## src/rtl/ram_arbiter.sv

```systemverilog
// ram_arbiter: shares one single-port ram between instruction fetch and the
// load/store port. Data has priority, fetch is protected by a starvation
// counter, and sub-word stores become a read cycle followed by a write cycle.
module ram_arbiter #(
    parameter int unsigned STARVE_LIMIT = 3,
    parameter int unsigned ADDR_W       = 16
) (
    input  logic              clk,
    input  logic              reset,
    input  logic              if_req,
    input  logic [ADDR_W-1:0] if_addr,
    output logic              if_ready,
    output logic              if_rvalid,
    output logic [31:0]       if_rdata,
    input  logic              d_req,
    input  logic              d_we,
    input  logic [3:0]        d_be,
    input  logic [ADDR_W-1:0] d_addr,
    input  logic [31:0]       d_wdata,
    output logic              d_ready,
    output logic              d_rvalid,
    output logic [31:0]       d_rdata,
    output logic              ram_we,
    output logic [ADDR_W-1:0] ram_address,
    output logic [31:0]       ram_in,
    input  logic [31:0]       ram_out
);

    localparam int unsigned WORD_W = 32;
    localparam int unsigned CNT_W  = 4;
    localparam int unsigned BE_W   = 4;
    localparam logic [CNT_W-1:0] LIMIT = CNT_W'(STARVE_LIMIT);

    typedef enum logic {IDLE, RMW} state_t;

    state_t              state_q, state_d;
    logic [CNT_W-1:0]    starve_q, starve_d;
    logic [WORD_W-1:0]   merged_q, merged_d;
    logic [ADDR_W-1:0]   saved_addr_q, saved_addr_d;
    logic                if_rvalid_q, if_rvalid_d;
    logic                d_rvalid_q, d_rvalid_d;
    logic [WORD_W-1:0]   if_rdata_q, if_rdata_d;
    logic [WORD_W-1:0]   d_rdata_q, d_rdata_d;
    logic                fetch_wins;
    logic                if_grant;
    logic                d_grant;

    assign if_ready  = if_grant;
    assign d_ready   = d_grant;
    assign if_rvalid = if_rvalid_q;
    assign d_rvalid  = d_rvalid_q;
    assign if_rdata  = if_rdata_q;
    assign d_rdata   = d_rdata_q;

    // Arbitration, ram port drive, store merge and next-state computation.
    always_comb begin
        if_grant     = 1'b0;
        d_grant      = 1'b0;
        fetch_wins   = 1'b0;
        ram_we       = 1'b0;
        ram_address  = if_addr;
        ram_in       = d_wdata;
        state_d      = state_q;
        merged_d     = merged_q;
        saved_addr_d = saved_addr_q;
        if_rvalid_d  = 1'b0;
        d_rvalid_d   = 1'b0;
        if_rdata_d   = if_rdata_q;
        d_rdata_d    = d_rdata_q;

        if (state_q == RMW) begin
            // Write half of a partial store; dropped if reset is asserted now.
            ram_we      = reset;
            ram_address = saved_addr_q;
            ram_in      = merged_q;
            state_d     = IDLE;
        end else if (reset) begin
            fetch_wins = if_req && (!d_req || (starve_q == LIMIT));
            if (fetch_wins) begin
                if_grant    = 1'b1;
                if_rvalid_d = 1'b1;
                if_rdata_d  = ram_out;
            end else if (d_req) begin
                d_grant     = 1'b1;
                ram_address = d_addr;
                if (!d_we) begin
                    d_rvalid_d = 1'b1;
                    d_rdata_d  = ram_out;
                end else if (d_be == 4'b1111) begin
                    ram_we = 1'b1;
                end else if (d_be != 4'b0000) begin
                    saved_addr_d = d_addr;
                    for (int i = 0; i < int'(BE_W); i++) begin
                        merged_d[8*i +: 8] = d_be[i] ? d_wdata[8*i +: 8] : ram_out[8*i +: 8];
                    end
                    state_d = RMW;
                end
            end
        end

        // Count consecutive denied fetch cycles, saturating at the limit.
        if (if_req && !if_grant) begin
            starve_d = (starve_q == LIMIT) ? starve_q : starve_q + CNT_W'(1);
        end else begin
            starve_d = '0;
        end
    end

    // State and response registers with synchronous active-low reset.
    always_ff @(posedge clk) begin
        if (!reset) begin
            state_q      <= IDLE;
            starve_q     <= '0;
            merged_q     <= '0;
            saved_addr_q <= '0;
            if_rvalid_q  <= 1'b0;
            d_rvalid_q   <= 1'b0;
            if_rdata_q   <= '0;
            d_rdata_q    <= '0;
        end else begin
            state_q      <= state_d;
            starve_q     <= starve_d;
            merged_q     <= merged_d;
            saved_addr_q <= saved_addr_d;
            if_rvalid_q  <= if_rvalid_d;
            d_rvalid_q   <= d_rvalid_d;
            if_rdata_q   <= if_rdata_d;
            d_rdata_q    <= d_rdata_d;
        end
    end

endmodule

```

## config.mk

```make
export PLATFORM = sky130hd
export DESIGN_NAME = ram_arbiter
export DESIGN_NICKNAME = d
export VERILOG_FILES = /design/src/rtl/ram_arbiter.sv
export SDC_FILE = /design/constraint.sdc
export NUM_CORES = 1
export LEC_CHECK = 0
export CORE_MARGIN = 2
export CORE_UTILIZATION = 40
export CTS_CLUSTER_SIZE = 12
export DETAILED_ROUTE_END_ITERATION = 7
export PLACE_DENSITY_LB_ADDON = 0.2
export SLEW_MARGIN = 20
export SYNTH_ARGS = -nofsm -noshare
export SYNTH_HDL_FRONTEND = slang
export SYNTH_SLANG_ARGS = --single-unit
```

## constraint.sdc

```tcl
create_clock -name clk -period 4.1 [get_ports clk]
set_input_delay 0.615 -clock clk [delete_from_list [all_inputs] [get_ports clk]]
set_output_delay 0.615 -clock clk [all_outputs]
set_load 0.1 [all_outputs]
```

# After elaboration in Yosys (flattened, before gate mapping)
# Index checks and enable logic that the tools add are counted.
[word_totals]
ff_bits = 119
inputBits = 105
out_inout_bits = 117
wordCells = 54
[classes]
addsub = 1
eq_ne = 2
mux = 24
bitwise = 6
reduce_logical = 13
[ops]
columns = ["cell", "n"]
rows = [
  ["16-bit two-way mux", 4],
  ["32-bit two-way mux", 1],
  ["8-bit two-way mux", 4],
  ["1-bit two-way mux", 15],
  ["1-bit inverter", 6],
  ["6-bit AND reduction", 1],
  ["6-bit OR reduction", 1],
  ["4-bit by 1-bit adder with 4-bit output, second input constant", 1],
  ["4-bit by 2-bit equality test with 1-bit output, second input constant", 1],
  ["4-bit equality test, second input constant", 1],
  ["2-bit AND reduction", 2],
  ["4-bit AND reduction", 1],
  ["4-bit nonzero test", 1],
  ["4-bit OR reduction", 1],
  ["1-bit logical AND", 2],
  ["1-bit zero test", 2],
  ["2-bit OR reduction", 1],
  ["1-bit logical OR", 1],
]

# Longest topological paths before layout
[logic_depth]
ltp_word = 9
mapped_depth = 8
mapped_depth_nobuf = 4

# Least setup slack after synthesis
# No wires, ideal clock.
[synth_path]
path_type = "register to output"
startpoint = "reg starve_q[0]"
endpoint = "out ram_address[0]"
arrival_time_ps = 4734
t_required_ps = 3485
slack_ps = -1249
path_stages_with_launch = 7
path_buffers = 2
path_cell_list = "dfxtp_1 -> ha_1 -> nor4bb_1 -> buf_2 -> nor2_1 -> clkbuf_1 -> o311ai_0"
[synth_between]
elab_chain_len = 6
[synth_rtl]
columns = ["element", "line", "text"]
rows = [
  ["start, declared", "37", "logic [CNT_W-1:0] starve_q, starve_d;"],
  ["start signal, assigned", "122", "starve_q <= starve_d;"],
  ["4-bit by 2-bit equality test with 1-bit output", "78", "fetch_wins = if_req && (!d_req || (starve_q == LIMIT));"],
  ["1-bit logical OR", "78", ""],
  ["1-bit logical AND", "78", ""],
  ["16-bit two-way mux", "79", "if (fetch_wins) begin"],
  ["16-bit two-way mux", "77", "end else if (reset) begin"],
  ["16-bit two-way mux", "71", "if (state_q == RMW) begin"],
  ["end, declared", "24", "output logic [ADDR_W-1:0] ram_address,"],
]
# No other way between the ends.

# Worst setup path after layout
[layout_path]
startpoint = "in if_req"
endpoint = "out ram_address[10]"
[layout_between]
elab_chain_len = 4
[layout_rtl]
columns = ["element", "line", "text"]
rows = [
  ["start, declared", "10", "input logic if_req,"],
  ["1-bit logical AND", "78", ""],
  ["16-bit two-way mux", "79", ""],
  ["16-bit two-way mux", "77", ""],
  ["16-bit two-way mux", "71", ""],
]
# No other way between the ends.

==> results.json <==
{
  "max_freq_ghz": 0.313,
  "dp_hpwl_um": 12300,
  "dieArea_mm2": 0.0159,
  "core_mm2": 0.0146,
  "ios": 222,
  "slew_violations": 0,
  "synth.area.top_cells": "dfxtp_1 (40%), mux2i_1 (14%), mux2_2 (12%), nand2_1 (11%), a21boi_0 (4.0%)",
  "switchingPower_uw": 1280,
  "critPathRequiredTime_ns": 3.48,
  "first_iter_violations": 283,
  "crit_start": "if_req",
  "r2r-start": "starve_q[0]$_SDFFE_PN0N_",
  "skew_ns": 0.00607,
  "finalCritPeriodShare": 0.778,
  "p_seq_frac": 0.341,
  "clk_latency_ns": 0.41,
  "seq_area_frac_synth": 0.398,
  "syn-num-nets": 785,
  "place.port_buffers": 221,
  "clock-sinks": 119,
  "cts_setup_buffers": 0,
  "synth_top_area_frac": 0.398,
  "yosysWarningCount": 0,
  "antenna_found_initial": 1,
  "cts_hold_buf": 0,
  "rr_endpoint": "saved_addr_q[7]$_SDFFE_PN0P_",
  "route.detailed.drc": 0,
  "tightest_slew_ns": 1.04,
  "p_comb_frac": 0.297,
  "crit_fanout": 17,
  "clk_pin_slew_worst_paths_ns": 0.05,
  "postRouteAntennaNets": 0,
  "hold_class": "reg -> reg",
  "crit_path_end_kind": "output pin",
  "h-tree-depth": 4,
  "maxCapViolCount": 0,
  "crit_type": "in -> out",
  "nets": 971,
  "setup_viol": 0,
  "reg2reg_slack_ns": 1.50,
  "path_depth": 6,
  "rows": 44,
  "crit_chain": "clkdlybuf4s50_1, nor4bb_4, nor2_1, buf_4, o311ai_0, buf_12",
  "crit_slowest_cell": "o311ai_0",
  "cts_resized": 0,
  "dr.pass1.iters": 4,
  "grt_usage": 0.227,
  "die_w_um": 126,
  "vias": 5578,
  "endpoint": "ram_address[10]",
  "synth_cell_types": 33,
  "period_needed_ns": 3.19,
  "cts_tree": "built",
  "p_per_area_mw_per_mm2": 413,
  "fin_tns_setup_ns": 0,
  "synthCells": 679,
  "grt_pass1_wl_um": 29100,
  "switching_share": 0.346,
  "path_buf_inv": 3,
  "slowest_delay_ns": 0.58,
  "outcome": "finished clean",
  "synth_top_area_cell": "dfxtp_1",
  "slew_headroom": 0.306,
  "rsz0062_at_grt": "false",
  "gp_congestion": 0.817,
  "p_leak_uw": 0.00361,
  "cts_made_buffers": 17,
  "grt_remaining_overflow": 0,
  "wl_per_cell_um": 17.3,
  "placed_area_mm2": 0.00839,
  "drive_above_1_share": 0.192,
  "grt_start_max_net_pins": 109,
  "crit_family": "buffers and inverters",
  "start_util": 0.410,
  "synth_area_mm2": 0.00598,
  "irDropWorstVdd_mv": 0.236,
  "clk_path_buf_depth": 2,
  "intPower_uw": 2410,
  "cts_root_buf": "clkbuf_16",
  "clkPwrFrac": 0.362,
  "hp-start": "merged_q[18]$_SDFFE_PN0P_",
  "totalWireLength_um": 18300,
  "syn_avg_cell_area_um2": 8.81,
  "die_h_um": 126,
  "grt_pass1_vias": 5632,
  "synth-seq-cells": 119,
  "hold_violations": 0,
  "via_per_inst": 5.26,
  "finalInstanceArea_mm2": 0.00892,
  "critPathLaunchType": "primary input",
  "cp.arrival_ns": 2.58,
  "area_growth_pct": 49.2,
  "r2r_cells": 5
}
==> flip-flops by register name (all words and copies together) (netlist names) <==
signal        count
state_q           1
if_rdata         32
starve_q          4
d_rdata          32
if_rvalid         1
d_rvalid          1
merged_q         32
saved_addr_q     16
==> placed cells by master, fill, tap and decap left out, drive strengths merged, types with 3 or more instances in the layout <==
cell | netlist | final
clkbuf | 46 | 26
buf | 17 | 61
a21boi | 32 | 32
nand4b | 16 | 16
nand3 | 33 | 33
mux2 | 65 | 65
nor3 | 5 | 5
clkdlybuf4s50 | 0 | 169
o21ai | 32 | 32
and2 | 3 | 3
dfxtp | 119 | 119
mux2i | 81 | 81
nand2 | 179 | 179
inv | 16 | 16
o311ai | 16 | 16
==> tightest hold or removal path, delay by kind of cell (launching register included) <==
kind / cells / cell delay (ns)
muxes: 1 / 0.05
DFF: 1 / 0.30
and+or+nand+nor: 1 / 0.05
==> stage by stage <==
stage / utilization / setup slack [ns] / cells / total power [µW] / hold slack (ns)
floorplan: - / -1.08 / 679 / 2040 / 0.435
global placement: 0.575 / 0.993 / 1030 / 2360 / 0.441
detailed placement: 0.575 / 0.889 / 1030 / 2380 / 0.449
CTS: 0.611 / 0.883 / 1059 / 3720 / 0.460
global route: 0.611 / 0.791 / 1059 / 3820 / 0.480
finish: 0.612 / 0.910 / 1060 / 3690 / 0.456
==> area by class of cell <==
type                            count  area [µm²]
Antenna cell                        1        2.50
Clock buffer                       26         509
Clock inverter                      3        17.5
Fill cell                        1232        5670
Inverter                           16        60.1
Multi-Input combinational cell    481        3350
Sequential cell                   119        2390
Tap cell                          184         230
Timing Repair Buffer              230        2360
==> layer usage <==
layer,track usage,vias up,routed length (µm)
met1,0.266,2674,7670
met5,0,-,0
met2,0.389,177,8950
met3,0.0752,20,1390
met4,0.0763,0,293
li1,-,2707,-
==> kinds of logic after synthesis <==
logic type               share of synthesized area
adder cells (fa/ha/maj)                    0.00209
flip-flops                                   0.398
AND/OR/NAND/NOR                              0.188
XOR/XNOR                                   0.00293
buffers and inverters                       0.0573
multiplexers                                 0.258
AO/OA/AOI/OAI                               0.0929
==> synthesized netlist by cell type, drive strengths merged <==
| library cell | instances |
|---|---|
| nand2 | 179 |
| dfxtp | 119 |
| mux2i | 81 |
| mux2 | 65 |
| clkbuf | 46 |
| nand3 | 33 |
| a21boi | 32 |
| o21ai | 32 |
| buf | 17 |
| inv | 16 |
| nand4b | 16 |
| o311ai | 16 |
| nor3 | 5 |
| and2 | 3 |
| nor2 | 2 |
| nor4 | 2 |
| or3b | 2 |
| a21oi | 1 |
| a32o | 1 |
| and3 | 1 |
| and4 | 1 |
| ha | 1 |
| nand2b | 1 |
| nand3b | 1 |
| nand4bb | 1 |
| nor3b | 1 |
| nor4bb | 1 |
| or4 | 1 |
| xnor2 | 1 |
| xor2 | 1 |
==> worst min path at each step <==
stage                                            to  cells after the start  slack, ns
after floorplan            merged_q[0]$_SDFFE_PN0P_                      2       0.43
after global placement    merged_q[18]$_SDFFE_PN0P_                      2       0.44
after detailed placement  if_rdata[31]$_SDFFE_PN0P_                      2       0.45
after CTS                  merged_q[8]$_SDFFE_PN0P_                      2       0.46
after global routing       if_rdata[0]$_SDFFE_PN0P_                      2       0.48
final                     merged_q[18]$_SDFFE_PN0P_                      2       0.46
==> power groups by stage <==
stage	sequential (µW)	clock, µW	combinational [µW]
after detailed placement	1280	0	1100
after CTS	1260	1370	1100
after floorplan	1500	0	542
final	1260	1330	1100
after global routing	1270	1410	1140
after global placement	1280	0	1090
Note: power is estimated with default switching activity, not from simulation.
